**src/rtl/fsmc_fifo_regs_pkg.sv**
```systemverilog
// Shared register map and bit positions for the FSMC FIFO register block.
package fsmc_fifo_regs_pkg;

  localparam int unsigned REG_DATA     = 0;
  localparam int unsigned REG_STATUS   = 1;
  localparam int unsigned REG_RX_COUNT = 2;
  localparam int unsigned REG_CONTROL  = 3;

  localparam int unsigned ST_RX_EMPTY     = 0;
  localparam int unsigned ST_RX_FULL      = 1;
  localparam int unsigned ST_TX_EMPTY     = 2;
  localparam int unsigned ST_TX_FULL      = 3;
  localparam int unsigned ST_TX_OVERFLOW  = 4;
  localparam int unsigned ST_RX_UNDERFLOW = 5;

  localparam int unsigned CTL_FLUSH_RX = 0;
  localparam int unsigned CTL_FLUSH_TX = 1;

endpackage

```
**src/rtl/fsmc_fifo_regs_sync_fifo.sv**
```systemverilog
// Single-clock FIFO with wrap-bit pointers; flush overrides push/pop.
module sync_fifo #(
  parameter int unsigned W  = 8,
  parameter int unsigned AW = 4
) (
  input  logic          clk,
  input  logic          nrst,
  input  logic          push,
  input  logic          pop,
  input  logic          flush,
  input  logic [W-1:0]  din,
  output logic [W-1:0]  dout,
  output logic          empty,
  output logic          full,
  output logic [AW:0]   count
);

  logic [AW:0]  wptr;
  logic [AW:0]  rptr;
  logic [W-1:0] mem [1<<AW];
  logic         do_push;
  logic         do_pop;

  // Push/pop are judged on pre-edge state, so an empty FIFO never falls through.
  assign do_push = push & ~full;
  assign do_pop  = pop & ~empty;

  always_ff @(posedge clk or negedge nrst) begin
    if (!nrst) begin
      wptr <= '0;
      rptr <= '0;
    end else if (flush) begin
      wptr <= '0;
      rptr <= '0;
    end else begin
      if (do_push) wptr <= wptr + (AW+1)'(1);
      if (do_pop)  rptr <= rptr + (AW+1)'(1);
    end
  end

  always_ff @(posedge clk) begin
    if (do_push && !flush) mem[wptr[AW-1:0]] <= din;
  end

  assign empty = (wptr == rptr);
  assign full  = (wptr[AW] != rptr[AW]) && (wptr[AW-1:0] == rptr[AW-1:0]);
  assign count = wptr - rptr;
  assign dout  = mem[rptr[AW-1:0]];

endmodule

```
**src/rtl/fsmc_fifo_regs.sv**
```systemverilog
// FSMC register map bridging the bus slave to fabric TX/RX FIFOs.
module fsmc_fifo_regs
  import fsmc_fifo_regs_pkg::*;
#(
  parameter int unsigned ADRW    = 2,
  parameter int unsigned DATW    = 8,
  parameter int unsigned FIFO_AW = 4
) (
  input  logic            clk,
  input  logic            nrst,
  input  logic            do_write,
  input  logic            do_read,
  input  logic [ADRW-1:0] rw_adr,
  input  logic [DATW-1:0] w_data,
  output logic [DATW-1:0] read_data,
  output logic            tx_valid,
  output logic [DATW-1:0] tx_data,
  input  logic            tx_ready,
  input  logic            rx_valid,
  input  logic [DATW-1:0] rx_data,
  output logic            rx_ready
);

  logic              tx_empty, tx_full, rx_empty, rx_full;
  logic [FIFO_AW:0]  tx_count, rx_count;
  logic [DATW-1:0]   rx_head;
  logic              tx_overflow, rx_underflow;
  logic              wr_data, rd_data, rd_status, wr_control;
  logic              flush_rx, flush_tx;

  assign wr_data    = do_write & (rw_adr == ADRW'(REG_DATA));
  assign wr_control = do_write & (rw_adr == ADRW'(REG_CONTROL));
  assign rd_data    = do_read  & (rw_adr == ADRW'(REG_DATA));
  assign rd_status  = do_read  & (rw_adr == ADRW'(REG_STATUS));
  assign flush_rx   = wr_control & w_data[CTL_FLUSH_RX];
  assign flush_tx   = wr_control & w_data[CTL_FLUSH_TX];

  sync_fifo #(.W(DATW), .AW(FIFO_AW)) u_tx_fifo (
    .clk   (clk),
    .nrst  (nrst),
    .push  (wr_data),
    .pop   (tx_ready),
    .flush (flush_tx),
    .din   (w_data),
    .dout  (tx_data),
    .empty (tx_empty),
    .full  (tx_full),
    .count (tx_count)
  );

  sync_fifo #(.W(DATW), .AW(FIFO_AW)) u_rx_fifo (
    .clk   (clk),
    .nrst  (nrst),
    .push  (rx_valid),
    .pop   (rd_data),
    .flush (flush_rx),
    .din   (rx_data),
    .dout  (rx_head),
    .empty (rx_empty),
    .full  (rx_full),
    .count (rx_count)
  );

  // A new error in the same cycle as a clearing STATUS read keeps the flag set.
  always_ff @(posedge clk or negedge nrst) begin
    if (!nrst) begin
      tx_overflow  <= 1'b0;
      rx_underflow <= 1'b0;
    end else begin
      tx_overflow  <= (tx_overflow  & ~rd_status) | (wr_data & tx_full);
      rx_underflow <= (rx_underflow & ~rd_status) | (rd_data & rx_empty);
    end
  end

  always_comb begin
    read_data = '0;
    case (rw_adr)
      ADRW'(REG_DATA):     read_data = rx_empty ? '0 : rx_head;
      ADRW'(REG_STATUS): begin
        read_data[ST_RX_EMPTY]     = rx_empty;
        read_data[ST_RX_FULL]      = rx_full;
        read_data[ST_TX_EMPTY]     = tx_empty;
        read_data[ST_TX_FULL]      = tx_full;
        read_data[ST_TX_OVERFLOW]  = tx_overflow;
        read_data[ST_RX_UNDERFLOW] = rx_underflow;
      end
      ADRW'(REG_RX_COUNT): read_data[FIFO_AW:0] = rx_count;
      default:             read_data = '0;
    endcase
  end

  assign tx_valid = ~tx_empty;
  assign rx_ready = ~rx_full;

  tx_count_consistent: assert property (@(posedge clk) disable iff (!nrst)
    tx_empty == (tx_count == '0));

endmodule

```
**config.mk**
```make
export PLATFORM = sky130hd
export DESIGN_NAME = fsmc_fifo_regs
export DESIGN_NICKNAME = d
export VERILOG_FILES = /design/src/rtl/fsmc_fifo_regs_pkg.sv /design/src/rtl/fsmc_fifo_regs_sync_fifo.sv /design/src/rtl/fsmc_fifo_regs.sv
export SDC_FILE = /design/constraint.sdc
export NUM_CORES = 1
export LEC_CHECK = 0
export CAP_MARGIN = 20
export CORE_AREA = 4 4 174 176
export DETAILED_ROUTE_END_ITERATION = 8
export DIE_AREA = 0 0 178 180
export PLACE_DENSITY = 0.55
export SYNTH_ARGS = -nofsm -noshare
export SYNTH_HDL_FRONTEND = slang
export SYNTH_SLANG_ARGS = --single-unit
```
**constraint.sdc**
```tcl
create_clock -name clk -period 5.85 [get_ports clk]
set_clock_uncertainty 0.1 [all_clocks]
set_input_delay 0.585 -clock clk [delete_from_list [all_inputs] [get_ports clk]]
set_output_delay 0.585 -clock clk [all_outputs]
set_load 0.1 [all_outputs]
```
==> impl_metrics.env, run 1 <==
export IMPL_max_slew_margin_rel_pct=28.0
export IMPL_post_synth_instance_area_mm2=0.0114
export IMPL_synth_net_count=614
export IMPL_antenna_cells_inserted=0
export IMPL_clock_fmax_ghz=0.212
export IMPL_rsz_0062_raised_after_global_routing="false"
export IMPL_die_area_mm2=0.0320
export IMPL_synth_mux_area_fraction_pct=16.0
export IMPL_postSynth_asyncResetShare_pct=7.91
export IMPL_global_route_congestion_overflow_total=0
export IMPL_worst_setup_hold_path_clk_slew_ns=0.06
export IMPL_setup_slack_ns=1.14
export IMPL_die_height_um=180
export IMPL_synthSimpleGateAreaFrac_pct=4.38
export IMPL_post_synth_top_area_fraction_pct=67.4
export IMPL_totalWireLength_um=23200
export IMPL_antenna_found_initial=0
export IMPL_detailed_place_hpwl_um=15400
export IMPL_worst_setup_path_type="reg2out"
export IMPL_worst_path_max_fanout=14
export IMPL_yosys_area_share_xor_xnor_pct=1.69
export IMPL_grt_pass1_wl_um=35600
export IMPL_main_combinational_cell_family_by_area_after_synthesis="multiplexers"
export IMPL_design_core_area_mm2=0.0286
export IMPL_clk_root_buf="clkbuf_16"
export IMPL_tritoncts_clock_tree="built"
export IMPL_utilization_pct=45.5
export IMPL_cts_path_max_buffers=3
export IMPL_drtAntennaViolNets=0
export IMPL_io_pin_count=42
export IMPL_synth_adder_area_share_pct=1.71
export IMPL_core_rowCount=62
export IMPL_fillCellCount=2408
export IMPL_layout_cells_most_common="edfxtp_1"
export IMPL_tightest_slew_ns=1.08
export IMPL_nets_finish=665
export IMPL_p_per_cell_area_mw_per_mm2=484
export IMPL_place_gp_congestion=0.792
export IMPL_post_synth_cell_area_avg_um2=19.8
export IMPL_multiInputGateArea_mm2=0.00298
export IMPL_finalSetupViolCount=0
export IMPL_final_cell_mix="edfxtp_1 (256), mux4_2 (69), clkdlybuf4s50_1 (33), clkbuf_16 (29), nor2_1 (28)"
export IMPL_drt_first_pass_iters=5
export IMPL_post_synth_top_area_cell="edfxtp_1"
export IMPL_vias_per_cell=5.29
export IMPL_cts_hold_repair_buffers=0
export IMPL_yosys_cell_types_count=45
export IMPL_synth_top_cells_by_area="edfxtp_1 (67%), mux4_2 (14%), dfrtp_1 (4.8%), mux2i_1 (1.6%), ha_1 (1.5%)"
export IMPL_cts_repair_timing_setup_buffer_count=0
export IMPL_quantity_of_i_o_buffers_inserted_on_ports=41
export IMPL_ir_worst_vdd_mv=0.247
export IMPL_final_hold_violations=0
export IMPL_finalCritPeriodShare_pct=80.4
export IMPL_synth_edff_count=256
export IMPL_maximum_capacitance_violations=0
export IMPL_post_route_cell_area_mm2=0.0130
export IMPL_worst_setup_path_startpoint="u_rx_fifo.rptr[1]"
export IMPL_grt_max_degree=37
export IMPL_critical_path_startpoint_type="flip-flop"
export IMPL_register_area_mm2=0.00824
export IMPL_track_usage_pct=14.5
export IMPL_worst_hold_path_type="in2async"
export IMPL_crit_path_end_kind="output port"
export IMPL_drt_iter0_markers=480
export IMPL_worstPathArrival_ns=4.02
export IMPL_clock_sinks=278
export IMPL_run_status="finished clean"
export IMPL_chipWidth_um=178
export IMPL_min_clock_period_post_route_ns=4.71
export IMPL_drt_drc_violations_left=0
export IMPL_routed_via_count=5441
export IMPL_synth_compound_area_share_pct=2.32
export IMPL_flow_area_growth_from_synthesis_pct=14.1
export IMPL_grt_pass1_vias=5776
export IMPL_floorplan_initialDensity_pct=39.8
export IMPL_synthesis_yosys_warnings=0
export IMPL_seq_area_frac_synth_pct=72.2
export IMPL_yosys_most_used_dff="edfxtp_1"
export IMPL_h_tree_levels=1
export IMPL_place_ws_ns=1.46
export IMPL_insertion_delay_ns=0.53
export IMPL_placed_cell_area_mm2=0.0122
export IMPL_drive_above_1_share_pct=19.7
export IMPL_fin_tns_setup_ns=0
export IMPL_ctsResizeCount=0
export IMPL_worst_endpoint_required_ns=5.16
export IMPL_synthesis_instances=575
export IMPL_maxSlewViolCount=0
export IMPL_drt_wirelength_per_cell_um=22.5
export IMPL_cts_buffers=29
export IMPL_worstReg2RegStart="u_rx_fifo.rptr[1]"
export IMPL_yosys_register_bits=278
export IMPL_total_leakage_power_nw=4.29
-- path summary, 6_finish.rpt --
path,cells past startpoint,slack (ns),endpoint
max in group asynchronous,2,5.02,u_rx_fifo.rptr[0]
worst min register to register,1,0.45,tx_overflow
worst max register to register,7,1.73,u_rx_fifo.mem[1][4]
min in group clk,1,0.45,tx_overflow
worst min-delay path,1,0.23,u_tx_fifo.rptr[2]
worst max-delay path,7,1.14,read_data[1]
-- metal layers --
metal	wire length [um]	track usage (%)
met5	0	0
met4	609	3.96
met3	862	2.25
met2	11500	23.8
met1	10200	20.2
-- power breakdown --
group          switching, mW  internal [mW]
clock                  0.705          0.897
combinational           1.31          0.830
sequential             0.247           2.32
-- final cells by class --
cell class / instances / share of cell area, %
well taps: 384 / 3.69
repair buffers: 49 / 3.60
clock buffers: 34 / 5.72
multi-input cells: 259 / 22.9
flip-flops and latches: 278 / 63.3
inverters: 9 / 0.260
clock inverters: 15 / 0.529
-- metrics by stage --
stage	hold WS, ns	cells	power, mW
after global routing	0.214	1028	6.60
after CTS	0.449	1024	6.38
after detailed placement	0.422	975	4.77
final	0.227	1028	6.30
after global placement	0.422	975	4.75
after floorplan	0.189	575	4.24
-- synthesized netlist by cell type (3+ instances only) --
cell      instances
xnor2_1          13
mux4_2           69
buf_4             7
o221ai_1          3
ha_1             14
xor2_1            9
buf_2             4
nand4_1           7
nand3_1           5
mux4_1            3
nor2_1           28
clkbuf_1         14
a21oi_1          11
edfxtp_1        256
and4_1            8
nor2b_1           5
dfrtp_1          22
nand2_1          20
and4b_1           4
inv_1             8
and3_1            9
nor3_1            4
mux2i_1          18
o21ai_0           3
o22ai_1           4
-- registers in the layout (all words and copies together) (netlist names) --
signal,count
u_rx_fifo.mem,128
u_tx_fifo.mem,128
u_rx_fifo.rptr,5
u_rx_fifo.wptr,5
u_tx_fifo.rptr,5
u_tx_fifo.wptr,5
rx_underflow,1
tx_overflow,1
-- critical path: stages, from the launching register on --
cell and delay (ns):
dfrtp_1 0.77, inv_1 0.53, ha_1 0.45, and4_1 0.23, a211oi_4 0.37, nand2_1 0.30, o221ai_1 0.45, buf_4 0.38
-- cell families after synthesis --
logic type | count (synthesis)
flops | 278
compound gates | 36
fa+ha+maj | 15
buf+inv | 38
xor+xnor | 22
simple gates | 95
mux | 91
No activity file was read; power rests on OpenSTA's default activity.
==> inputs of run 2 (changes only) <==
==> constraint.sdc (replaced) <==
create_clock -name clk -period 4.9 [get_ports clk]
set_clock_uncertainty 0.1 [all_clocks]
set_input_delay 0.49 -clock clk [delete_from_list [all_inputs] [get_ports clk]]
set_output_delay 0.49 -clock clk [all_outputs]
set_load 0.1 [all_outputs]
==> run 2 against run 1 <==
Effect of this change:
- sequential share of layout area decreased by 1.0 points
- clock power grew 35%
- die area unchanged
- largest power group unchanged
- routed wire length grew 1.7%
- core utilization increased by 0.73 points
- critical path depth decreased by 3
- flip-flop and latch count is the same
- hold slack lost 0.12 ns
- non-clock buffer count increased by 7
- sequential power increased by 14%
- via count rose by 1.5%
==> impl_metrics.env, run 2 (synthesized netlist as in run 1, its figures left out) <==
export IMPL_final_cell_mix="edfxtp_1 (256), mux4_2 (69), clkbuf_16 (31), clkdlybuf4s50_1 (31), nor2_1 (28)"
export IMPL_die_area_mm2=0.0320
export IMPL_vias_per_cell=5.31
export IMPL_track_usage_pct=15.0
export IMPL_run_status="finished clean"
export IMPL_antenna_cells_inserted=0
export IMPL_critical_path_startpoint_type="flip-flop"
export IMPL_grt_pass1_vias=5947
export IMPL_drt_iter0_markers=411
export IMPL_finalSetupViolCount=0
export IMPL_clock_sinks=278
export IMPL_drive_above_1_share_pct=22.8
export IMPL_cp_slowest_stage_delay_ns=0.99
export IMPL_crit_path_end_kind="output port"
export IMPL_max_slew_margin_rel_pct=33.8
export IMPL_fillCellCount=2382
export IMPL_chipWidth_um=178
export IMPL_layout_cells_most_common="edfxtp_1"
export IMPL_cpMostUsedCell="mux4_2"
export IMPL_h_tree_levels=1
export IMPL_routed_via_count=5523
export IMPL_worst_endpoint_required_ns=4.31
export IMPL_global_route_congestion_overflow_total=0
export IMPL_drt_first_pass_iters=4
export IMPL_io_pin_count=42
export IMPL_clock_fmax_ghz=0.244
export IMPL_tritoncts_clock_tree="built"
export IMPL_maximum_capacitance_violations=0
export IMPL_tightest_slew_ns=0.990
export IMPL_flow_area_growth_from_synthesis_pct=15.9
export IMPL_worst_setup_path_type="reg2out"
export IMPL_final_hold_violations=0
export IMPL_die_height_um=180
export IMPL_rsz_0062_raised_after_global_routing="false"
export IMPL_ctsResizeCount=0
export IMPL_core_rowCount=62
export IMPL_detailed_place_hpwl_um=15700
export IMPL_quantity_of_i_o_buffers_inserted_on_ports=41
export IMPL_multiInputGateArea_mm2=0.00298
export IMPL_register_area_mm2=0.00824
export IMPL_drt_wirelength_per_cell_um=22.6
export IMPL_nets_finish=673
export IMPL_utilization_pct=46.2
export IMPL_crit_buf_inv=2
export IMPL_design_core_area_mm2=0.0286
export IMPL_worst_hold_path_type="in2async"
export IMPL_maxSlewViolCount=0
export IMPL_p_per_cell_area_mw_per_mm2=590
export IMPL_drt_drc_violations_left=0
export IMPL_cp_slowest_cell="clkdlybuf4s50_1"
export IMPL_grt_use_met3_pct=2.39
export IMPL_floorplan_initialDensity_pct=39.8
export IMPL_worstPathArrival_ns=3.50
export IMPL_place_gp_congestion=0.793
export IMPL_insertion_delay_ns=0.54
export IMPL_clk_root_buf="clkbuf_16"
export IMPL_grt_max_degree=37
export IMPL_finalCritPeriodShare_pct=83.5
export IMPL_worst_setup_hold_path_clk_slew_ns=0.06
export IMPL_total_leakage_power_nw=4.41
export IMPL_grt_pass1_wl_um=36800
export IMPL_ir_worst_vdd_mv=0.392
export IMPL_worst_path_max_fanout=26
export IMPL_critical_path_top_delay_family="buffers and inverters"
export IMPL_worstPathCellList="buf_12, mux4_2, mux4_2, clkdlybuf4s50_1"
export IMPL_fin_tns_setup_ns=0
export IMPL_use_met2_pct=25.2
export IMPL_grt_util_met1_pct=20.4
export IMPL_min_clock_period_post_route_ns=4.09
export IMPL_totalWireLength_um=23500
export IMPL_most_crowded_layer_gr="met2"
export IMPL_cts_repair_timing_setup_buffer_count=0
export IMPL_cts_path_max_buffers=3
export IMPL_antenna_found_initial=0
export IMPL_cts_buffers=30
export IMPL_cts_hold_repair_buffers=0
export IMPL_drtAntennaViolNets=0
==> run 2: changes by cell type in the layout (fill, tap and decap cells not counted), sizes merged <==
cell	before	now
buf	14	25
clkbuf	36	32
bufinv	0	2
clkdlybuf4s50	33	31
clkinv	14	16
clkinvlp	0	2
inv	10	12
==> run 2: metrics by stage <==
stage          hold WS, ns  worst slack [ns]  instance area (um2)  instances  total power, mW
2_1_floorplan       0.0944             0.455                11400        575             5.06
3_3_place_gp         0.405              1.37                12200        984             5.67
3_5_place_dp         0.399              1.33                12200        984             5.71
4_1_cts              0.417             0.737                13200       1039             7.88
5_1_grt             0.0981             0.648                13200       1041             8.16
6_report             0.106             0.808                13200       1041             7.79
==> run 2: path summary, 6_finish.rpt <==
path,cells after the start,start,end,slack [ns]
min in group clk,1,tx_overflow,tx_overflow,0.42
setup / recovery,4,u_tx_fifo.rptr[0],tx_data[3],0.81
hold reg to reg,1,tx_overflow,tx_overflow,0.42
hold / removal,1,nrst,u_tx_fifo.rptr[3],0.11
max in group asynchronous,2,nrst,u_rx_fifo.rptr[0],4.16
setup reg to reg,6,u_rx_fifo.wptr[2],u_rx_fifo.mem[6][4],1.62
==> run 2: layout make-up <==
| cell class | count | share of cell area [%] |
|---|---|---|
| clock buffer | 32 | 5.90 |
| timing repair buffer | 56 | 4.01 |
| tap | 384 | 3.63 |
| inverter | 9 | 0.256 |
| multi-input combinational | 259 | 22.5 |
| sequential | 278 | 62.3 |
| clock inverter | 23 | 1.36 |
==> run 2: power by group <==
group | internal, mW | total, mW | switching (mW)
Sequential | 2.77 | 2.94 | 0.172
Clock | 1.26 | 2.16 | 0.903
Combinational | 1.01 | 2.69 | 1.69
==> run 2: routing by layer <==
layer	vias up	share of wire, %
li1	2471	-
met2	136	51
met4	0	2.1
met3	41	4.9
met5	-	0
met1	2875	42
